--- src/rtl/axi_nmst_arb.sv ---
// axi_nmst_arb: N-master to 1-slave arbiter/mux for the simplified AXI bus.
// Shared address channel with round-robin grant into one output register,
// write data steered in address order via a master-index queue, and read
// beats routed back by the master index carried in the top bits of the ID.
module axi_nmst_arb #(
    parameter int NUM_MST  = 3,
    parameter int ID_W     = 4,
    parameter int ADDR_W   = 32,
    parameter int DATA_W   = 64,
    parameter int LEN_W    = 4,
    parameter int WQ_DEPTH = 4,
    localparam int MIDX_W  = (NUM_MST > 1) ? $clog2(NUM_MST) : 1,
    localparam int TID_W   = MIDX_W + ID_W,
    localparam int STRB_W  = DATA_W / 8,
    localparam int LVL_W   = $clog2(WQ_DEPTH) + 1
) (
    input  logic                        gclk,
    input  logic                        gresetn,
    input  logic [NUM_MST*ID_W-1:0]     s_aid,
    input  logic [NUM_MST*ADDR_W-1:0]   s_aaddr,
    input  logic [NUM_MST-1:0]          s_avalid,
    input  logic [NUM_MST-1:0]          s_awrite,
    input  logic [NUM_MST*LEN_W-1:0]    s_alen,
    input  logic [NUM_MST*3-1:0]        s_asize,
    input  logic [NUM_MST*2-1:0]        s_aburst,
    output logic [NUM_MST-1:0]          s_aready,
    input  logic [NUM_MST*DATA_W-1:0]   s_wdata,
    input  logic [NUM_MST*STRB_W-1:0]   s_wstrb,
    input  logic [NUM_MST-1:0]          s_wlast,
    input  logic [NUM_MST-1:0]          s_wvalid,
    output logic [NUM_MST-1:0]          s_wready,
    output logic [NUM_MST*ID_W-1:0]     s_rid,
    output logic [NUM_MST*DATA_W-1:0]   s_rdata,
    output logic [NUM_MST-1:0]          s_rlast,
    output logic [NUM_MST-1:0]          s_rvalid,
    input  logic [NUM_MST-1:0]          s_rready,
    output logic [TID_W-1:0]            m_aid,
    output logic [ADDR_W-1:0]           m_aaddr,
    output logic                        m_awrite,
    output logic [LEN_W-1:0]            m_alen,
    output logic [2:0]                  m_asize,
    output logic [1:0]                  m_aburst,
    output logic                        m_avalid,
    input  logic                        m_aready,
    output logic [TID_W-1:0]            m_wid,
    output logic [DATA_W-1:0]           m_wdata,
    output logic [STRB_W-1:0]           m_wstrb,
    output logic                        m_wlast,
    output logic                        m_wvalid,
    input  logic                        m_wready,
    input  logic [TID_W-1:0]            m_rid,
    input  logic [DATA_W-1:0]           m_rdata,
    input  logic                        m_rlast,
    input  logic                        m_rvalid,
    output logic                        m_rready,
    output logic [LVL_W-1:0]            wq_level,
    output logic                        rid_err
);

    localparam int WQ_AW = (WQ_DEPTH > 1) ? $clog2(WQ_DEPTH) : 1;

    logic [MIDX_W-1:0] rr_ptr;
    logic [NUM_MST-1:0] elig;
    logic [MIDX_W-1:0] win;
    logic              found;
    logic              capture;
    logic              grant;
    logic              push;
    logic              pop;
    logic              wq_full;
    logic              wq_nempty;
    logic [ID_W-1:0]   sel_aid;
    logic [ADDR_W-1:0] sel_addr;
    logic [LEN_W-1:0]  sel_len;
    logic [2:0]        sel_size;
    logic [1:0]        sel_burst;
    logic              sel_write;

    logic [MIDX_W-1:0] wq_mst [WQ_DEPTH];
    logic [ID_W-1:0]   wq_id  [WQ_DEPTH];
    logic [WQ_AW-1:0]  wr_ptr;
    logic [WQ_AW-1:0]  rd_ptr;
    logic [MIDX_W-1:0] head;
    logic [ID_W-1:0]   head_id;

    logic [MIDX_W-1:0] ridx;
    logic              rid_hit;
    logic              rid_bad;

    // Round-robin pick among masters; writes are held off while the queue is full.
    always_comb begin
        int idx;
        wq_full = (wq_level == LVL_W'(WQ_DEPTH));
        elig    = s_avalid & ~(s_awrite & {NUM_MST{wq_full}});
        win     = '0;
        found   = 1'b0;
        for (int i = 0; i < NUM_MST; i++) begin
            idx = int'(rr_ptr) + i;
            if (idx >= NUM_MST) idx = idx - NUM_MST;
            if (!found && elig[idx]) begin
                found = 1'b1;
                win   = MIDX_W'(idx);
            end
        end
        capture = !m_avalid || m_aready;
        // No grants while reset is held, so s_aready reads 0 throughout reset.
        grant   = capture && found && gresetn;
    end

    // Mux the winner's address fields and drive its one-cycle s_aready pulse.
    always_comb begin
        s_aready  = '0;
        sel_aid   = '0;
        sel_addr  = '0;
        sel_len   = '0;
        sel_size  = '0;
        sel_burst = '0;
        sel_write = 1'b0;
        for (int k = 0; k < NUM_MST; k++) begin
            if (win == MIDX_W'(k)) begin
                s_aready[k] = grant;
                sel_aid     = s_aid[k*ID_W +: ID_W];
                sel_addr    = s_aaddr[k*ADDR_W +: ADDR_W];
                sel_len     = s_alen[k*LEN_W +: LEN_W];
                sel_size    = s_asize[k*3 +: 3];
                sel_burst   = s_aburst[k*2 +: 2];
                sel_write   = s_awrite[k];
            end
        end
        push = grant && sel_write;
    end

    // Address output register and round-robin pointer.
    always_ff @(posedge gclk or negedge gresetn) begin
        if (!gresetn) begin
            m_aid    <= '0;
            m_aaddr  <= '0;
            m_awrite <= 1'b0;
            m_alen   <= '0;
            m_asize  <= '0;
            m_aburst <= '0;
            m_avalid <= 1'b0;
            rr_ptr   <= '0;
        end else if (capture) begin
            m_avalid <= found;
            if (found) begin
                m_aid    <= {win, sel_aid};
                m_aaddr  <= sel_addr;
                m_awrite <= sel_write;
                m_alen   <= sel_len;
                m_asize  <= sel_size;
                m_aburst <= sel_burst;
                rr_ptr   <= (win == MIDX_W'(NUM_MST - 1)) ? '0 : win + 1'b1;
            end
        end
    end

    assign wq_nempty = (wq_level != '0);
    assign head      = wq_mst[rd_ptr];
    assign head_id   = wq_id[rd_ptr];
    assign m_wid     = {head, head_id};

    // Steer W from the master at the queue head; nothing passes while empty.
    always_comb begin
        s_wready = '0;
        m_wvalid = 1'b0;
        m_wdata  = '0;
        m_wstrb  = '0;
        m_wlast  = 1'b0;
        for (int k = 0; k < NUM_MST; k++) begin
            if (wq_nempty && head == MIDX_W'(k)) begin
                m_wvalid    = s_wvalid[k];
                m_wdata     = s_wdata[k*DATA_W +: DATA_W];
                m_wstrb     = s_wstrb[k*STRB_W +: STRB_W];
                m_wlast     = s_wlast[k];
                s_wready[k] = m_wready;
            end
        end
        pop = m_wvalid && m_wready && m_wlast;
    end

    // Write-order queue: push at address capture, pop on the last W beat.
    always_ff @(posedge gclk or negedge gresetn) begin
        if (!gresetn) begin
            wr_ptr   <= '0;
            rd_ptr   <= '0;
            wq_level <= '0;
            for (int i = 0; i < WQ_DEPTH; i++) begin
                wq_mst[i] <= '0;
                wq_id[i]  <= '0;
            end
        end else begin
            if (push) begin
                wq_mst[wr_ptr] <= win;
                wq_id[wr_ptr]  <= sel_aid;
                wr_ptr         <= wr_ptr + 1'b1;
            end
            if (pop) rd_ptr <= rd_ptr + 1'b1;
            if (push && !pop)      wq_level <= wq_level + 1'b1;
            else if (pop && !push) wq_level <= wq_level - 1'b1;
        end
    end

    assign ridx    = m_rid[TID_W-1 -: MIDX_W];
    assign s_rid   = {NUM_MST{m_rid[ID_W-1:0]}};
    assign s_rdata = {NUM_MST{m_rdata}};
    assign s_rlast = {NUM_MST{m_rlast}};

    // Route R beats by master index; unknown indices are swallowed.
    always_comb begin
        s_rvalid = '0;
        m_rready = 1'b1;
        rid_hit  = 1'b0;
        for (int k = 0; k < NUM_MST; k++) begin
            if (ridx == MIDX_W'(k)) begin
                s_rvalid[k] = m_rvalid;
                m_rready    = s_rready[k];
                rid_hit     = 1'b1;
            end
        end
        rid_bad = m_rvalid && !rid_hit;
    end

    // Sticky flag for returns addressed to a master that does not exist.
    always_ff @(posedge gclk or negedge gresetn) begin
        if (!gresetn) rid_err <= 1'b0;
        else if (rid_bad) rid_err <= 1'b1;
    end

endmodule

--- config.mk ---
export PLATFORM = sky130hd
export DESIGN_NAME = axi_nmst_arb
export DESIGN_NICKNAME = d
export VERILOG_FILES = /design/src/rtl/axi_nmst_arb.sv
export SDC_FILE = /design/constraint.sdc
export NUM_CORES = 1
export LEC_CHECK = 0
export ABC_CLOCK_PERIOD_IN_PS = 2900
export CORE_AREA = 3 3 311 313
export DETAILED_ROUTE_END_ITERATION = 16
export DIE_AREA = 0 0 314 316
export PLACE_DENSITY_LB_ADDON = 0.25
export SLEW_MARGIN = 30
export SYNTH_ARGS = -nofsm -noshare
export SYNTH_HDL_FRONTEND = slang
export SYNTH_SLANG_ARGS = --single-unit
--- constraint.sdc ---
create_clock -name gclk -period 2.9 [get_ports gclk]
set_input_delay 0.58 -clock gclk [delete_from_list [all_inputs] [get_ports gclk]]
set_output_delay 0.58 -clock gclk [all_outputs]
set_load 0.01 [all_outputs]
# [Yosys cells after proc, flatten, opt, wreduce, memory -nomap -nowiden]
# Cells that the tools add are included.
[word_totals] reg_bits=83 inputBits=442
[classes] add_sub_neg=10 order_cmp=9 n_eq_ne=7 mux=78 bitwise_logic=5 reduce_logical=27
[ops] cell="$mux W32" count=6
[ops] cell="$mux W64" count=3
[ops] cell="$lt A32 B4 Y1 const B" count=3
[ops] cell="$mux W4" count=9
[ops] cell="$mux W1" count=33
[ops] cell="$mux W8" count=3
[ops] cell="$mux W2" count=10
[ops] cell="$bwmux W16" count=1
[ops] cell="$mux W3" count=5
[ops] cell="$logic_and A1 B1 Y1" count=14
[ops] cell="$bmux W4 S2" count=1
[ops] cell="$bwmux W8" count=1
[ops] cell="$demux W4 S2" count=1
[ops] cell="$sub A3 B2 Y4 const B" count=2
[ops] cell="$add A2 B1 Y2 const B" count=3
[ops] cell="$and A3 B3 Y3" count=2
[ops] cell="$bmux W1 S2" count=3
[ops] cell="$eq A2 B1 Y1 const B" count=3
[ops] cell="$eq A2 B2 Y1 const B" count=3
[ops] cell="$ge A3 B2 Y1 const B" count=2
[ops] cell="$ge A3 B3 Y1 const B" count=2
[ops] cell="$logic_not A1 Y1" count=6
[ops] cell="$logic_not A2 Y1" count=3
[ops] cell="$not A2 Y3" count=2
[ops] cell="other kinds (15)" count=15

# [Depth between registers and ports, before layout]
# Gate-level depths: netlist of the first run.
[depth] word_depth=23 depth_mapped=16 depth_no_buf=15

# [Worst setup path after synthesis of the first run]
# Ideal clock, no wire load.
[synth_timing] path_type="register -> register" startpoint="reg rr_ptr[0]" endpoint="reg wq_level[2]" setup_ps=79 arrival_ps=3113 required_time_ps=2821 path_slack_ps=-292 path_stages_with_launch=16 path_buffers=1 period_less_slack_ps=3192 cell_sequence="dfrtp_1 > inv_1 > ha_1 > clkbuf_1 > a211oi_1 > o32a_1 > o21ai_2 > nor2_2 > o21ai_2 > inv_1 > ha_1 > inv_1 > fa_1 > xor2_1 > nor2_1 > xor2_1"
[synth_between] elab_chain_len=20
[synth_lines] element="start: declaration" line_no="62" text="logic [MIDX_W-1:0] rr_ptr;"
[synth_lines] element="start signal: assignment" line_no="153" text="rr_ptr <= (win == MIDX_W'(NUM_MST - 1)) ? '0 : win + 1'b1;"
[synth_lines] element="parallel branches: the longest is 16 deep, another holds $sub A3 B2 Y4"
[synth_lines] element="$logic_and A1 B1 Y1 (*)" line_no="130" text="push = grant && sel_write;"
[synth_lines] element="named net push" line_no="68" text="logic push;"
[synth_lines] element="$logic_not A1 Y1" line_no="200" text="else if (pop && !push) wq_level <= wq_level - 1'b1;"
[synth_lines] element="$logic_and A1 B1 Y1" line_no="200"
[synth_lines] element="$reduce_bool A2 Y1 (no source line)"
[synth_lines] element="end signal: assignment" line_no="199" text="if (push && !pop) wq_level <= wq_level + 1'b1;"
[synth_lines] element="end signal: assignment" line_no="200"
[synth_lines] element="end: declaration" line_no="56" text="output logic [LVL_W-1:0] wq_level,"
# Mark *: on every way through the listed nets, which the timed path passes. The select of a mux whose other input is x is not followed.
# A chain may end at the register's enable or synchronous reset.

# [Worst setup path after layout of the first run]
[layout_timing] startpoint="reg rd_ptr[0]" endpoint="out m_wstrb[2]"
[layout_between] elab_chain_len=9
[layout_lines] element="start: declaration" line_no="82" text="logic [WQ_AW-1:0] rd_ptr;"
[layout_lines] element="start signal: assignment" line_no="198" text="if (pop) rd_ptr <= rd_ptr + 1'b1;"
[layout_lines] element="$not A2 Y3 (implied by the code) (*)" line_no="159" text="assign head = wq_mst[rd_ptr];"
[layout_lines] element="$bmux W2 S2 (*)" line_no="159"
[layout_lines] element="$mux W2 (implied by the code) (*) (2 in series)" line_no="159"
[layout_lines] element="$logic_not A2 Y1" line_no="171" text="if (wq_nempty && head == MIDX_W'(k)) begin"
[layout_lines] element="$logic_and A1 B1 Y1" line_no="171"
[layout_lines] element="$mux W8 (2 in series)" line_no="171"
[layout_lines] element="$mux W8 (*)" line_no="171"
[layout_lines] element="end: declaration" line_no="47" text="output logic [STRB_W-1:0] m_wstrb,"
# Mark *: on every way between the ends. The rest lies on a longest branch, timed or not. The select of a mux whose other input is x is not followed.

==> impl_metrics.csv, run 1 <==
group,metric,value,unit
die,fp.dieW,314,um
synthesis,synth_fp_nets,1552,
timing,finalSetupTns,-17.01,ns
timing,finalHoldViolations,0,
power_and_ir_drop,peakVddDrop,538,uV
detailed_routing,drc,0,
final_layout,fin_cells,2775,
detailed_routing,wire_per_inst,19.2,um
run_status,violations,"negative setup slack",
timing,worst_clock_skew,0.00756,ns
timing,layout_setup_ws,-0.320,ns
die,rows,113,
synthesis,synth_cells,1101,
timing,rsz0062_at_grt,"true",
timing,fmax,311,MHz
worst_setup_path,path_max_fanout,8,
synthesis,synth-seq-cells,83,
synthesis,ys.flop_type,"dfrtp_1",
detailed_routing,vias,9313,
timing,timing.hold.ws,0.243,ns
global_routing,first_global_vias,9508,
placed_design,place_area,0.0140,mm2
global_routing,grt-ovfl-total,0,
global_routing,grt_usage,0.0998,
timing,tightest_slew,0.771,ns
timing,drv_slew,0,
worst_setup_path,cp-start-kind,"flip-flop",
worst_setup_path,cp.required,2.32,ns
clocking,clockRootBuffer,"clkbuf_16",
synthesis,synth_edf_count,0,
placed_design,dp_cells,2706,
detailed_routing,first_iter_violations,570,
worst_hold_path,hold_class,"input port to asynchronous set/reset pin",
final_layout,fin_util,0.163,
placed_design,gp_congestion,0.829,
worst_setup_path,arrival,2.64,ns
run_status,status,"finished with violations",
synthesis,synth_area,0.00807,mm2
timing,max-slew-margin-rel,0.486,
final_layout,area_growth,91.7,%
global_routing,grt_pass1_wl,71.3,mm
worst_setup_path,cp-end-kind,"output pin",
die,start_util,0.0853,
final_layout,final_area,0.0155,mm2
global_routing,grt_max_degree,58,
placed_design,pre_cts_ws,-0.701,ns
clocking,clock-sinks,83,
synthesis,yosysWarnings,0,
clocking,cts_buffer_depth,2,
timing,period_share,1.11,
die,fp.dieH,316,um
clocking,clk_pin_slew,0.08,ns
detailed_routing,firstDrtPassIters,5,
die,core_area,0.0946,mm2
synthesis,async_flop_share,1.00,
power_and_ir_drop,power_density,1170,mW/mm2
power_and_ir_drop,p_leak,6.26,nW
die,ios,792,
detailed_routing,viasPerCell,3.36,
synthesis,syn_area_per_cell,7.33,um2
clocking,clkLatencyLatePin,0.36,ns
synthesis,synth_cell_types,55,
placed_design,dpl.hpwl,42.0,mm
clocking,cts_buffers,9,
detailed_routing,ant_nets,0,
timing,period_minus_slack,3.22,ns
detailed_routing,drt-total-wl,53.2,mm
clocking,htreeDepth,3,
placed_design,portBuffers,515,
die,dieArea,0.0992,mm2
final_layout,drive_above_1_share,0.270,
job,max_cap_viol_count,0,
clocking,cts_tree,"done",
power_and_ir_drop,p_total,18.1,mW
timing,finalSetupViolCount,79,
synthesis,synth-seq-area-share,0.258,
global_routing,antenna_found_initial,13,
final_layout,layout.nets,1952,
worst_setup_path,crit_type,"flip-flop to output pin",
registers in the layout (all words and copies together), names as in the netlist:
name	count
rr_ptr	2
wq_mst	8
wr_ptr	2
wq_id	16
rid_err	1
m_alen	4
m_avalid	1
m_aid	6
m_asize	3
wq_level	3
rd_ptr	2
m_aaddr	32
m_aburst	2
m_awrite	1
final cells by class:
type,instances,area (um2)
diodes,4,10.0
clock buffers,9,225
clock inverters,7,80.1
fillers,10652,79100
inverters,14,57.6
multi-input cells,723,4780
flip-flops and latches,83,2080
well taps,1265,1580
repair buffers,670,6640
cells in the final DEF (no fill, tap or decap), types with 4 or more instances in the layout:
cell / count
a21o_1: 41
a21oi_1: 74
a21oi_2: 60
a21oi_4: 19
a311oi_1: 41
buf_12: 25
buf_16: 7
buf_2: 61
buf_4: 94
buf_6: 32
buf_8: 7
clkbuf_16: 12
clkdlybuf4s50_1: 429
dfrtp_1: 80
diode_2: 4
dlygate4sd2_1: 9
ha_1: 4
inv_1: 9
inv_2: 4
mux2_1: 21
mux2_2: 8
mux4_2: 4
nand2_1: 238
nand2_2: 6
nor2_1: 120
nor2_2: 5
nor2_4: 6
nor3_4: 4
o211ai_4: 4
o21ai_1: 6
logic make-up (layout without fill, tap and decap cells):
| group | Yosys count | count (layout) | synth area share |
|---|---|---|---|
| AO/OA/AOI/OAI | 268 | 268 | 0.220 |
| other | 0 | 4 | 0 |
| XOR/XNOR | 6 | 6 | 0.00652 |
| adder cells (fa/ha/maj) | 9 | 9 | 0.0149 |
| multiplexers | 39 | 39 | 0.0610 |
| AND/OR/NAND/NOR | 401 | 401 | 0.200 |
| flip-flops | 83 | 83 | 0.258 |
| buffers and inverters | 295 | 700 | 0.240 |
path summary, 6_finish.rpt:
kind	from	end	slack, ns	cells past startpoint
max	rd_ptr[0]	m_wstrb[2]	-0.32	9
min	gresetn	m_aaddr[17]	0.24	2
max reg2reg	rd_ptr[0]	wq_level[1]	-0.27	10
min reg2reg	rid_err	rid_err	0.48	1
max in group asynchronous	gresetn	wq_level[0]	1.51	3
min in group gclk	rid_err	rid_err	0.48	1
cell usage after synthesis, types with 2 or more instances:
cell	count	area, um2
a311oi_1	42	368
nand2_1	244	916
and4bb_1	2	25.0
mux2_1	22	248
nand2b_1	3	18.8
mux2_2	9	101
o21ai_1	6	30.0
nor3_1	4	20.0
a21oi_1	153	766
o21a_1	2	15.0
a31o_2	2	17.5
nor3_2	2	20.0
dfrtp_1	83	2080
inv_1	13	48.8
a211oi_1	2	15.0
mux2i_1	3	30.0
nor2_1	129	484
or3_1	3	18.8
o21ai_2	2	17.5
nor2b_1	4	25.0
a21o_1	41	308
ha_1	8	100
buf_2	11	55.1
clkbuf_1	57	214
buf_4	208	1560
o31ai_2	2	25.0
o211ai_4	4	85.1
xnor2_1	3	26.3
mux4_2	5	113
xor2_1	3	26.3
nor3b_1	2	15.0
buf_6	4	45.0
layer usage:
layer	wire [um]	track usage	up-vias
met3	4370	0.0327	121
met5	54	0	-
met1	23700	0.135	4464
met2	23400	0.149	414
met4	1740	0.0340	8
li1	-	-	4306
critical path: stages (launching register included):
cell,delay [ns]
dfrtp_1,0.40
mux4_4,0.79
nor2b_4,0.20
buf_12,0.15
buf_12,0.15
buf_8,0.14
a21oi_4,0.11
buf_6,0.15
nor2_4,0.04
buf_6,0.12
power by group:
part           switching (mW)  internal, mW
Sequential              0.342          1.73
Combinational            7.77          7.07
Clock                   0.595         0.613
timing repair:
action | CTS | global route
pin swaps | 28 | 55
gates resized for setup | 411 | 90
endpoints found under the setup margin | 137 | 115
cloned | 5 | 2
hold buffers | 0 | 0
buffers inserted | 25 | 19
Power figures use the tool's default switching activity.
==> run 2, diff against run 1 <==
- PLACE_DENSITY_LB_ADDON: 0.25 -> 0.05
==> run 2 against run 1 <==
Net effect:
- the run still ends with negative setup slack left
- combinational power grew 3%
- first-iteration DRC count shrank 44%
- sequential cell count is the same
- non-clock buffer count grew 19
- via count shrank 1.6%
- routed wire length grew 14%
- critical path type is now flip-flop to flip-flop
- critical endpoint is now wq_level[1]
- largest power group unchanged
==> impl_metrics.csv, run 2 (synthesized netlist as in run 1, its figures left out) <==
group,metric,value,unit
clocking,clkLatencyLatePin,0.38,ns
detailed_routing,vias,9167,
global_routing,grt-ovfl-total,0,
global_routing,first_global_vias,10102,
final_layout,fin_cells,2794,
detailed_routing,drc,0,
detailed_routing,firstDrtPassIters,7,
global_routing,busiest_layer,"met2",
timing,finalHoldViolations,0,
timing,tightest_slew,0.716,ns
timing,fmax,323,MHz
detailed_routing,wire_per_inst,21.6,um
clocking,clock-sinks,83,
worst_setup_path,cp-end-kind,"flip-flop",
placed_design,portBuffers,515,
final_layout,largest_registers,"m_aaddr x32, wq_id x16, wq_mst x8",
detailed_routing,first_iter_violations,320,
worst_setup_path,path_max_fanout,6,
final_layout,drive_above_1_share,0.310,
die,start_util,0.0853,
clocking,cts_buffer_depth,2,
global_routing,grt_pass1_wl,81.1,mm
final_layout,layout_common_cells,"426 x clkdlybuf4s50_1, 234 x nand2_1, 125 x buf_4",
final_layout,layout_commonest_cell,"clkdlybuf4s50_1",
worst_setup_path,arrival,3.36,ns
worst_setup_path,cp.required,3.16,ns
timing,finalSetupViolCount,73,
power_and_ir_drop,p_total,18.6,mW
detailed_routing,drt-total-wl,60.4,mm
power_and_ir_drop,peakVddDrop,427,uV
final_layout,top_register,"m_aaddr",
clocking,cts_buffers,9,
timing,worst_clock_skew,0.0134,ns
placed_design,gp_congestion,0.797,
timing,max-slew-margin-rel,0.523,
clocking,cts_tree,"done",
timing,finalSetupTns,-5.68,ns
worst_setup_path,slowest_delay,0.43,ns
die,ios,792,
die,fp.dieH,316,um
power_and_ir_drop,p_leak,6.43,nW
timing,layout_setup_ws,-0.195,ns
clocking,clk_pin_slew,0.08,ns
timing,period_share,1.07,
die,core_area,0.0946,mm2
clocking,clockRootBuffer,"clkbuf_16",
timing,drv_slew,0,
global_routing,grt_use_met2,0.205,
worst_setup_path,reg2reg_slack,-0.19,ns
clocking,cts_hold_buffers,0,
job,max_cap_viol_count,0,
die,rows,113,
run_status,violations,"negative setup slack",
global_routing,groute.layer.met1.usage,0.136,
worst_setup_path,cp-start-kind,"flip-flop",
global_routing,grt_max_degree,77,
worst_setup_path,cp_cell_sequence,"mux2_4, o21ai_4, clkinv_4, nor2b_4, buf_6, buf_6, buf_6, a21oi_4, or3_4, ha_4, inv_2, fa_2, mux2_2",
final_layout,area_growth,96.1,%
worst_hold_path,hold_class,"input port to asynchronous set/reset pin",
worst_setup_path,critPathSlowestCell,"dfrtp_1",
placed_design,dpl.hpwl,47.9,mm
worst_setup_path,critPathMostFrequentCell,"buf_6",
die,dieArea,0.0992,mm2
final_layout,largest_reg_flops,32,
global_routing,antenna_found_initial,9,
detailed_routing,ant_nets,0,
timing,rsz0062_at_grt,"true",
power_and_ir_drop,power_density,1180,mW/mm2
global_routing,grtUsageMet3,0.0308,
placed_design,dp_cells,2709,
detailed_routing,viasPerCell,3.28,
clocking,htreeDepth,3,
final_layout,layout.nets,1971,
global_routing,grt_usage,0.116,
die,fp.dieW,314,um
run_status,status,"finished with violations",
timing,period_minus_slack,3.09,ns
worst_setup_path,crit_type,"flip-flop to flip-flop",
timing,timing.hold.ws,0.286,ns
-- run 2: cell type report --
cell class / count / area (um2)
timing repair buffer: 689 / 6790
clock buffer: 10 / 239
sequential: 83 / 2080
inverter: 14 / 57.6
multi-input combinational: 723 / 4960
clock inverter: 6 / 93.8
fill: 10742 / 78800
tap: 1265 / 1580
antenna: 4 / 10.0
-- run 2: per-stage QoR --
step	util	setup slack, ns	cell area (um2)
6_report	0.167	-0.195	15800
5_1_grt	0.167	-0.333	15800
4_1_cts	0.163	-0.252	15400
3_5_place_dp	0.149	-0.780	14100
3_3_place_gp	0.149	-0.753	14100
2_1_floorplan	-	-0.175	8080
-- run 2: metal layers --
| layer | wire length [um] | part of all wire | vias to the layer above |
|---|---|---|---|
| li1 | - | - | 4332 |
| met3 | 3450 | 0.057 | 122 |
| met2 | 31000 | 0.51 | 276 |
| met4 | 1820 | 0.030 | 10 |
| met5 | 65 | 0.0011 | - |
| met1 | 24000 | 0.40 | 4427 |
-- run 2: worst paths after layout --
| kind | start | to | cells after the start |
|---|---|---|---|
| max | rd_ptr[1] | wq_level[1] | 13 |
| min | gresetn | rr_ptr[0] | 2 |
| max reg2reg | rd_ptr[1] | wq_level[1] | 13 |
| min reg2reg | m_alen[2] | m_alen[2] | 1 |
| max in group asynchronous | gresetn | m_aaddr[4] | 3 |
| min in group gclk | m_alen[2] | m_alen[2] | 1 |
-- run 2: where the power goes --
part / total, mW / internal (mW) / switching [mW]
Combinational: 15.2 / 7.23 / 7.92
Clock: 1.39 / 0.790 / 0.602
Sequential: 2.09 / 1.73 / 0.365
-- run 2: what timing repair did --
item / CTS / global route
pin swaps: 42 / 32
endpoints found under the setup margin: 156 / 156
cloned: 5 / 2
resized for setup: 539 / 91
setup buffers: 47 / 21
-- run 2: worst max-delay path: cells and delay by family (launching register included) --
kind	cells	cell delay (ns)
multiplexers	2	0.60
AO/OA/AOI/OAI	2	0.27
adder cells (fa/ha/maj)	2	0.60
flip-flops	1	0.43
AND/OR/NAND/NOR	2	0.58
buffers and inverters	5	0.51
